[config.mk]
export PLATFORM = sky130hd
export DESIGN_NAME = decrypt_iter_top
export DESIGN_NICKNAME = d
export VERILOG_FILES = /design/src/rtl/decrypt_iter_top.sv
export SDC_FILE = /design/constraint.sdc
export NUM_CORES = 2
export LEC_CHECK = 0
export ABC_AREA = 0
export CAP_MARGIN = 15
export CORE_AREA = 3 3 657 659
export DETAILED_ROUTE_END_ITERATION = 10
export DIE_AREA = 0 0 660 662
export PLACE_DENSITY_LB_ADDON = 0.15
export SLEW_MARGIN = 15
export SYNTH_ARGS = -nofsm -noshare
export SYNTH_HDL_FRONTEND = slang
export SYNTH_SLANG_ARGS = --single-unit
[constraint.sdc]
create_clock -name clk -period 9.5 [get_ports clk]
set_input_delay 1.425 -clock clk [delete_from_list [all_inputs] [get_ports clk]]
set_output_delay 1.425 -clock clk [all_outputs]
set_load 0.1 [all_outputs]
[src/rtl/decrypt_iter_top.sv]
// Iterative AES-128 inverse cipher: one round per clock, 10 clocks from the
// accepting start edge to a one-cycle done pulse with the plaintext.
// Round keys come from an external key schedule and are read live each cycle.
`timescale 1ns/1ps
module decrypt_iter_top (
    input  logic         clk,
    input  logic         reset,
    input  logic         start,
    input  logic [127:0] cipher_text,
    input  logic [127:0] round0_key,
    input  logic [127:0] round1_key,
    input  logic [127:0] round2_key,
    input  logic [127:0] round3_key,
    input  logic [127:0] round4_key,
    input  logic [127:0] round5_key,
    input  logic [127:0] round6_key,
    input  logic [127:0] round7_key,
    input  logic [127:0] round8_key,
    input  logic [127:0] round9_key,
    input  logic [127:0] round10_key,
    output logic [127:0] plain_text,
    output logic         busy,
    output logic         done
);

    typedef enum logic [1:0] {IDLE, ROUND, FINAL} fsm_t;

    localparam logic [7:0] INV_SBOX [256] = '{
        8'h52, 8'h09, 8'h6a, 8'hd5, 8'h30, 8'h36, 8'ha5, 8'h38, 8'hbf, 8'h40, 8'ha3, 8'h9e, 8'h81, 8'hf3, 8'hd7, 8'hfb,
        8'h7c, 8'he3, 8'h39, 8'h82, 8'h9b, 8'h2f, 8'hff, 8'h87, 8'h34, 8'h8e, 8'h43, 8'h44, 8'hc4, 8'hde, 8'he9, 8'hcb,
        8'h54, 8'h7b, 8'h94, 8'h32, 8'ha6, 8'hc2, 8'h23, 8'h3d, 8'hee, 8'h4c, 8'h95, 8'h0b, 8'h42, 8'hfa, 8'hc3, 8'h4e,
        8'h08, 8'h2e, 8'ha1, 8'h66, 8'h28, 8'hd9, 8'h24, 8'hb2, 8'h76, 8'h5b, 8'ha2, 8'h49, 8'h6d, 8'h8b, 8'hd1, 8'h25,
        8'h72, 8'hf8, 8'hf6, 8'h64, 8'h86, 8'h68, 8'h98, 8'h16, 8'hd4, 8'ha4, 8'h5c, 8'hcc, 8'h5d, 8'h65, 8'hb6, 8'h92,
        8'h6c, 8'h70, 8'h48, 8'h50, 8'hfd, 8'hed, 8'hb9, 8'hda, 8'h5e, 8'h15, 8'h46, 8'h57, 8'ha7, 8'h8d, 8'h9d, 8'h84,
        8'h90, 8'hd8, 8'hab, 8'h00, 8'h8c, 8'hbc, 8'hd3, 8'h0a, 8'hf7, 8'he4, 8'h58, 8'h05, 8'hb8, 8'hb3, 8'h45, 8'h06,
        8'hd0, 8'h2c, 8'h1e, 8'h8f, 8'hca, 8'h3f, 8'h0f, 8'h02, 8'hc1, 8'haf, 8'hbd, 8'h03, 8'h01, 8'h13, 8'h8a, 8'h6b,
        8'h3a, 8'h91, 8'h11, 8'h41, 8'h4f, 8'h67, 8'hdc, 8'hea, 8'h97, 8'hf2, 8'hcf, 8'hce, 8'hf0, 8'hb4, 8'he6, 8'h73,
        8'h96, 8'hac, 8'h74, 8'h22, 8'he7, 8'had, 8'h35, 8'h85, 8'he2, 8'hf9, 8'h37, 8'he8, 8'h1c, 8'h75, 8'hdf, 8'h6e,
        8'h47, 8'hf1, 8'h1a, 8'h71, 8'h1d, 8'h29, 8'hc5, 8'h89, 8'h6f, 8'hb7, 8'h62, 8'h0e, 8'haa, 8'h18, 8'hbe, 8'h1b,
        8'hfc, 8'h56, 8'h3e, 8'h4b, 8'hc6, 8'hd2, 8'h79, 8'h20, 8'h9a, 8'hdb, 8'hc0, 8'hfe, 8'h78, 8'hcd, 8'h5a, 8'hf4,
        8'h1f, 8'hdd, 8'ha8, 8'h33, 8'h88, 8'h07, 8'hc7, 8'h31, 8'hb1, 8'h12, 8'h10, 8'h59, 8'h27, 8'h80, 8'hec, 8'h5f,
        8'h60, 8'h51, 8'h7f, 8'ha9, 8'h19, 8'hb5, 8'h4a, 8'h0d, 8'h2d, 8'he5, 8'h7a, 8'h9f, 8'h93, 8'hc9, 8'h9c, 8'hef,
        8'ha0, 8'he0, 8'h3b, 8'h4d, 8'hae, 8'h2a, 8'hf5, 8'hb0, 8'hc8, 8'heb, 8'hbb, 8'h3c, 8'h83, 8'h53, 8'h99, 8'h61,
        8'h17, 8'h2b, 8'h04, 8'h7e, 8'hba, 8'h77, 8'hd6, 8'h26, 8'he1, 8'h69, 8'h14, 8'h63, 8'h55, 8'h21, 8'h0c, 8'h7d
    };

    // Byte i of a block lives at bits [127-8i -: 8]; byte index = 4*column + row.
    function automatic logic [127:0] inv_shift_rows(input logic [127:0] s);
        logic [127:0] o;
        o = '0;
        for (int c = 0; c < 4; c++)
            for (int r = 0; r < 4; r++)
                o[127-8*(4*c+r) -: 8] = s[127-8*(4*((c-r+4)%4)+r) -: 8];
        return o;
    endfunction

    function automatic logic [127:0] inv_sub_bytes(input logic [127:0] s);
        logic [127:0] o;
        o = '0;
        for (int i = 0; i < 16; i++)
            o[127-8*i -: 8] = INV_SBOX[s[127-8*i -: 8]];
        return o;
    endfunction

    function automatic logic [7:0] xtime(input logic [7:0] b);
        return {b[6:0], 1'b0} ^ (b[7] ? 8'h1b : 8'h00);
    endfunction

    // Multiply by a constant below 16 as a sum of a, 2a, 4a, 8a (xtime chain only).
    function automatic logic [7:0] gf_mul_const(input logic [7:0] a, input logic [3:0] c);
        logic [7:0] x2, x4, x8;
        x2 = xtime(a);
        x4 = xtime(x2);
        x8 = xtime(x4);
        return ({8{c[0]}} & a) ^ ({8{c[1]}} & x2) ^ ({8{c[2]}} & x4) ^ ({8{c[3]}} & x8);
    endfunction

    // Circulant row {0e,0b,0d,09}: coefficient depends on (input row - output row) mod 4.
    function automatic logic [3:0] inv_coef(input int idx);
        case (idx)
            0:       return 4'he;
            1:       return 4'hb;
            2:       return 4'hd;
            default: return 4'h9;
        endcase
    endfunction

    function automatic logic [127:0] inv_mix_columns(input logic [127:0] s);
        logic [127:0] o;
        logic [7:0]   acc;
        o = '0;
        for (int c = 0; c < 4; c++)
            for (int r = 0; r < 4; r++) begin
                acc = '0;
                for (int k = 0; k < 4; k++)
                    acc ^= gf_mul_const(s[127-8*(4*c+k) -: 8], inv_coef((k-r+4)%4));
                o[127-8*(4*c+r) -: 8] = acc;
            end
        return o;
    endfunction

    fsm_t         fsm, fsm_next;
    logic [127:0] state;
    logic [3:0]   round_cnt;
    logic [127:0] round_key;
    logic [127:0] inv_sub_out;
    logic [127:0] round_out;
    logic [127:0] final_out;

    // Select the key for the round currently being undone.
    always_comb begin
        // NOTE: default assignment first so every path drives round_key; no latch.
        round_key = '0;
        case (round_cnt)
            4'd1:    round_key = round1_key;
            4'd2:    round_key = round2_key;
            4'd3:    round_key = round3_key;
            4'd4:    round_key = round4_key;
            4'd5:    round_key = round5_key;
            4'd6:    round_key = round6_key;
            4'd7:    round_key = round7_key;
            4'd8:    round_key = round8_key;
            4'd9:    round_key = round9_key;
            default: round_key = '0;
        endcase
    end

    // Shared round datapath: full inverse round, and the last round without InvMixColumns.
    always_comb begin
        inv_sub_out = inv_sub_bytes(inv_shift_rows(state));
        round_out   = inv_mix_columns(inv_sub_out ^ round_key);
        final_out   = inv_sub_out ^ round0_key;
    end

    // FSM state register.
    always_ff @(posedge clk or posedge reset) begin
        // NOTE: non-blocking assignments for all clocked state avoid read/write races.
        if (reset) fsm <= IDLE;
        else       fsm <= fsm_next;
    end

    // FSM next-state logic.
    always_comb begin
        fsm_next = fsm;
        case (fsm)
            IDLE:    if (start) fsm_next = ROUND;
            ROUND:   if (round_cnt == 4'd1) fsm_next = FINAL;
            FINAL:   fsm_next = IDLE;
            default: fsm_next = IDLE;
        endcase
    end

    // FSM outputs: busy spans every cycle the block is in flight.
    always_comb begin
        busy = (fsm != IDLE);
    end

    // Datapath registers: load, per-round update, and final result capture.
    always_ff @(posedge clk or posedge reset) begin
        if (reset) begin
            state      <= '0;
            round_cnt  <= '0;
            plain_text <= '0;
            done       <= 1'b0;
        end else begin
            done <= 1'b0;
            case (fsm)
                IDLE: if (start) begin
                    state     <= cipher_text ^ round10_key;
                    round_cnt <= 4'd9;
                end
                ROUND: begin
                    state <= round_out;
                    if (round_cnt != 4'd1) round_cnt <= round_cnt - 4'd1;
                end
                FINAL: begin
                    plain_text <= final_out;
                    done       <= 1'b1;
                end
                default: ;
            endcase
        end
    end

endmodule

==> run_results.csv <==
group,metric,value,unit
finish,fin_nets,14590,
synthesis,synth-edff-count,0,
placed_design,port_buffers,1668,
finish,drive_gt1_frac,0.08915,
worst_setup_path,cp.required,10.06,ns
synthesis,synthMuxAreaShare,0.04239,
worst_setup_path,crit_path_max_fanout,29,
synthesis,async_reset_ff_frac,1.000,
drt,dr_total_vias,114500,
floorplan,io_pins,1669,
timing,timing.slew.headroom,0.02299,
timing,fin_tns_setup,0,ns
placed_design,dpl.hpwl,671800,um
floorplan,dieHeight,662,um
grt,grt_max_degree,100,
clocking,cts.htree.levels,2,
worst_setup_path,start_kind,"register",
synthesis,synthXorXnorAreaFrac,0.1473,
clocking,cts.sinks,263,
clocking,clock_path_buffers,3,
clocking,cts.repair.resized,0,
synthesis,yosys.area.top_type,"xnor2_1",
timing,setup_viol,0,
placed_design,gp_congestion,1.063,
synthesis,synth_cell_types,128,
grt,gr-usage-met1,0.4464,
clocking,numCtsBuffers,51,
synthesis,synth-seq-cells,263,
synthesis,yosys.area_share.simple,0.2272,
grt,grt_pass1_wl,1074000,um
synthesis,avgSynthCellArea,7.184,um^2
finish,syn_to_final_growth,27.60,%
grt,grtUsageMet2,0.5132,
timing,tightest_slew,1.455,ns
grt,grt_antenna_before_repair,385,
drt,finalWirelength,838000,um
timing,finalClockSkew,0.06921,ns
floorplan,start_util,0.2012,
worst_setup_path,crit_slowest_cell,"xnor2_1",
clocking,tritoncts,"yes",
clocking,ctsHoldBuffers,0,
drt,drc_errors,0,
floorplan,dieWidth,660,um
min_path,min_path_type,"register to register",
drt,drt_iter0_markers,19310,
clocking,insertion_delay,0.81,ns
clocking,cts.clk_slew.worst_paths,0.06,ns
synthesis,syn_inst,11950,
grt,use_met3,0.1335,
synthesis,yosys-top-cells-area,"xnor2_1 (7.8%), dfrtp_1 (7.7%), nand2_1 (4.6%)",
worst_setup_path,path_class,"register to register",
worst_setup_path,crit_chain,"buf_4, inv_1, ha_1, nor2_1, o21ai_0, a311oi_1, a311oi_1, nor3_1, a31oi_2, xor3_2, xnor2_2, xor2_1, xnor2_1, o21ai_0",
clocking,clockRootBuffer,"clkbuf_16",
timing,period_share,0.7343,
run_status,status,"finished, final reports clean",
grt,grt_overflow_total,0,
synthesis,synth_top_family_by_area,"compound AO/OA/AOI/OAI gates",
grt,busiest_layer,"met2",
finish,layout_common_cells,"clkdlybuf4s50_1 (1666), nand2_1 (1060), o21ai_0 (775)",
drt,drtPass1Iterations,8,
floorplan,rows,240,
placed_design,place_ws,2.809,ns
synthesis,ys_seq_area_frac,0.07667,
timing,rsz0062_at_grt,"no",
grt,grt_usage,0.3630,
finish,layout_commonest_cell,"clkdlybuf4s50_1",
timing,max_freq,143.4,MHz
synthesis,synth-main-ff-cell,"dfrtp_1",
timing,maxSlewViolCount,0,
timing,finalWorstSetupSlack,2.524,ns
drt,wl_per_cell,44.57,um
flow_run,cap_violations,0,
worst_setup_path,worstPathArrival,7.54,ns
drt,ant_nets,0,
synthesis,synth_compound_area_frac,0.3767,
grt,grt_pass1_vias,104000,
worst_setup_path,cpPeakStageDelay,1.06,ns
timing,period_minus_slack,6.976,ns
floorplan,die_area,0.4369,mm^2
timing,hold_violations,0,
timing,worst_hold_slack,0.4742,ns
synthesis,ys_warn_count,0,
synthesis,synthAdderAreaFrac,0.04358,
synthesis,synth_top_area_share,0.07806,
synthesis,syn-num-nets,13790,
floorplan,coreArea,0.4267,mm^2
worst_setup_path,crit_path_end_kind,"register",
drt,via_per_inst,6.092,
clocking,post-cts-setup-buffers,0,
synthesis,syn_area,0.08584,mm^2
synth_stat cells, types with 90 or more instances:
| library cell | n |
|---|---|
| a31oi_1 | 197 |
| nand2b_1 | 384 |
| a211oi_1 | 207 |
| or2_2 | 105 |
| clkbuf_1 | 591 |
| a311oi_1 | 202 |
| o21ai_0 | 775 |
| a21oi_1 | 666 |
| nand2_1 | 1060 |
| nand3_1 | 362 |
| buf_4 | 151 |
| and2_1 | 100 |
| mux2i_1 | 107 |
| o311ai_0 | 147 |
| nor2_1 | 655 |
| a222oi_1 | 111 |
| nor3_1 | 309 |
| and3_1 | 90 |
| dfrtp_1 | 263 |
| inv_1 | 158 |
| a221oi_1 | 185 |
| o211ai_1 | 320 |
| xnor2_1 | 765 |
| nor2b_1 | 321 |
| xor2_1 | 285 |
| ha_1 | 299 |
| buf_2 | 509 |
| a22oi_1 | 298 |
| o31ai_1 | 105 |
final timing paths:
| path | start | to | slack [ns] | cells after the start |
|---|---|---|---|---|
| max | state[112] | state[80] | 2.52 | 14 |
| min | plain_text[111] | plain_text[111] | 0.47 | 2 |
| max reg2reg | state[112] | state[80] | 2.52 | 14 |
| min reg2reg | plain_text[111] | plain_text[111] | 0.47 | 2 |
| max in group asynchronous | reset | state[114] | 6.96 | 3 |
| min in group asynchronous | reset | plain_text[30] | 1.07 | 2 |
kinds of logic (layout without fill, tap and decap cells):
logic type	after synthesis	count (layout)
other	0	325
multiplexers	253	253
flip-flops	263	263
AO/OA/AOI/OAI	4481	4481
buffers and inverters	1559	2399
AND/OR/NAND/NOR	3867	3867
XOR/XNOR	1226	1226
adder cells (fa/ha/maj)	299	299
state kept, by name, summed over array words and instances (netlist names):
register,flops
round_cnt,4
done,1
fsm,2
plain_text,128
state,128
stage by stage:
| stage | utilization | cell area [um^2] | cells |
|---|---|---|---|
| final | 0.2567 | 109500 | 18800 |
| after global routing | 0.2559 | 109200 | 18670 |
| after CTS | 0.2546 | 108600 | 18470 |
| after detailed placement | 0.2504 | 106900 | 18370 |
| after global placement | 0.2504 | 106800 | 18370 |
| after floorplan | - | 85840 | 11950 |
layer usage:
layer	wire length [um]	vias to the layer above	share of wire
li1	-	47420	-
met1	323100	56630	0.39
met4	74930	198	0.089
met3	102000	1729	0.12
met2	336700	8556	0.40
met5	1296	-	0.0015
critical path: cells and delay by family, from the launching register on:
kind,cells,cell delay [ns]
compound gates,5,2.43
xor+xnor,4,2.20
fa+ha+maj,1,0.83
buf+inv,2,0.63
flops,1,0.32
simple gates,2,0.28
final cells by class:
| cell class | instances | area [um^2] |
|---|---|---|
| fill | 47480 | 317200 |
| multi-input combinational | 10130 | 72190 |
| timing repair buffer | 2107 | 20150 |
| tap | 5687 | 7116 |
| sequential | 263 | 6731 |
| clock buffer | 67 | 1406 |
| antenna | 325 | 813.3 |
| inverter | 198 | 750.7 |
| clock inverter | 27 | 371.6 |
Power is not shown: default switching activity piles up to over one toggle a cycle in this logic, so the estimate is an artifact.
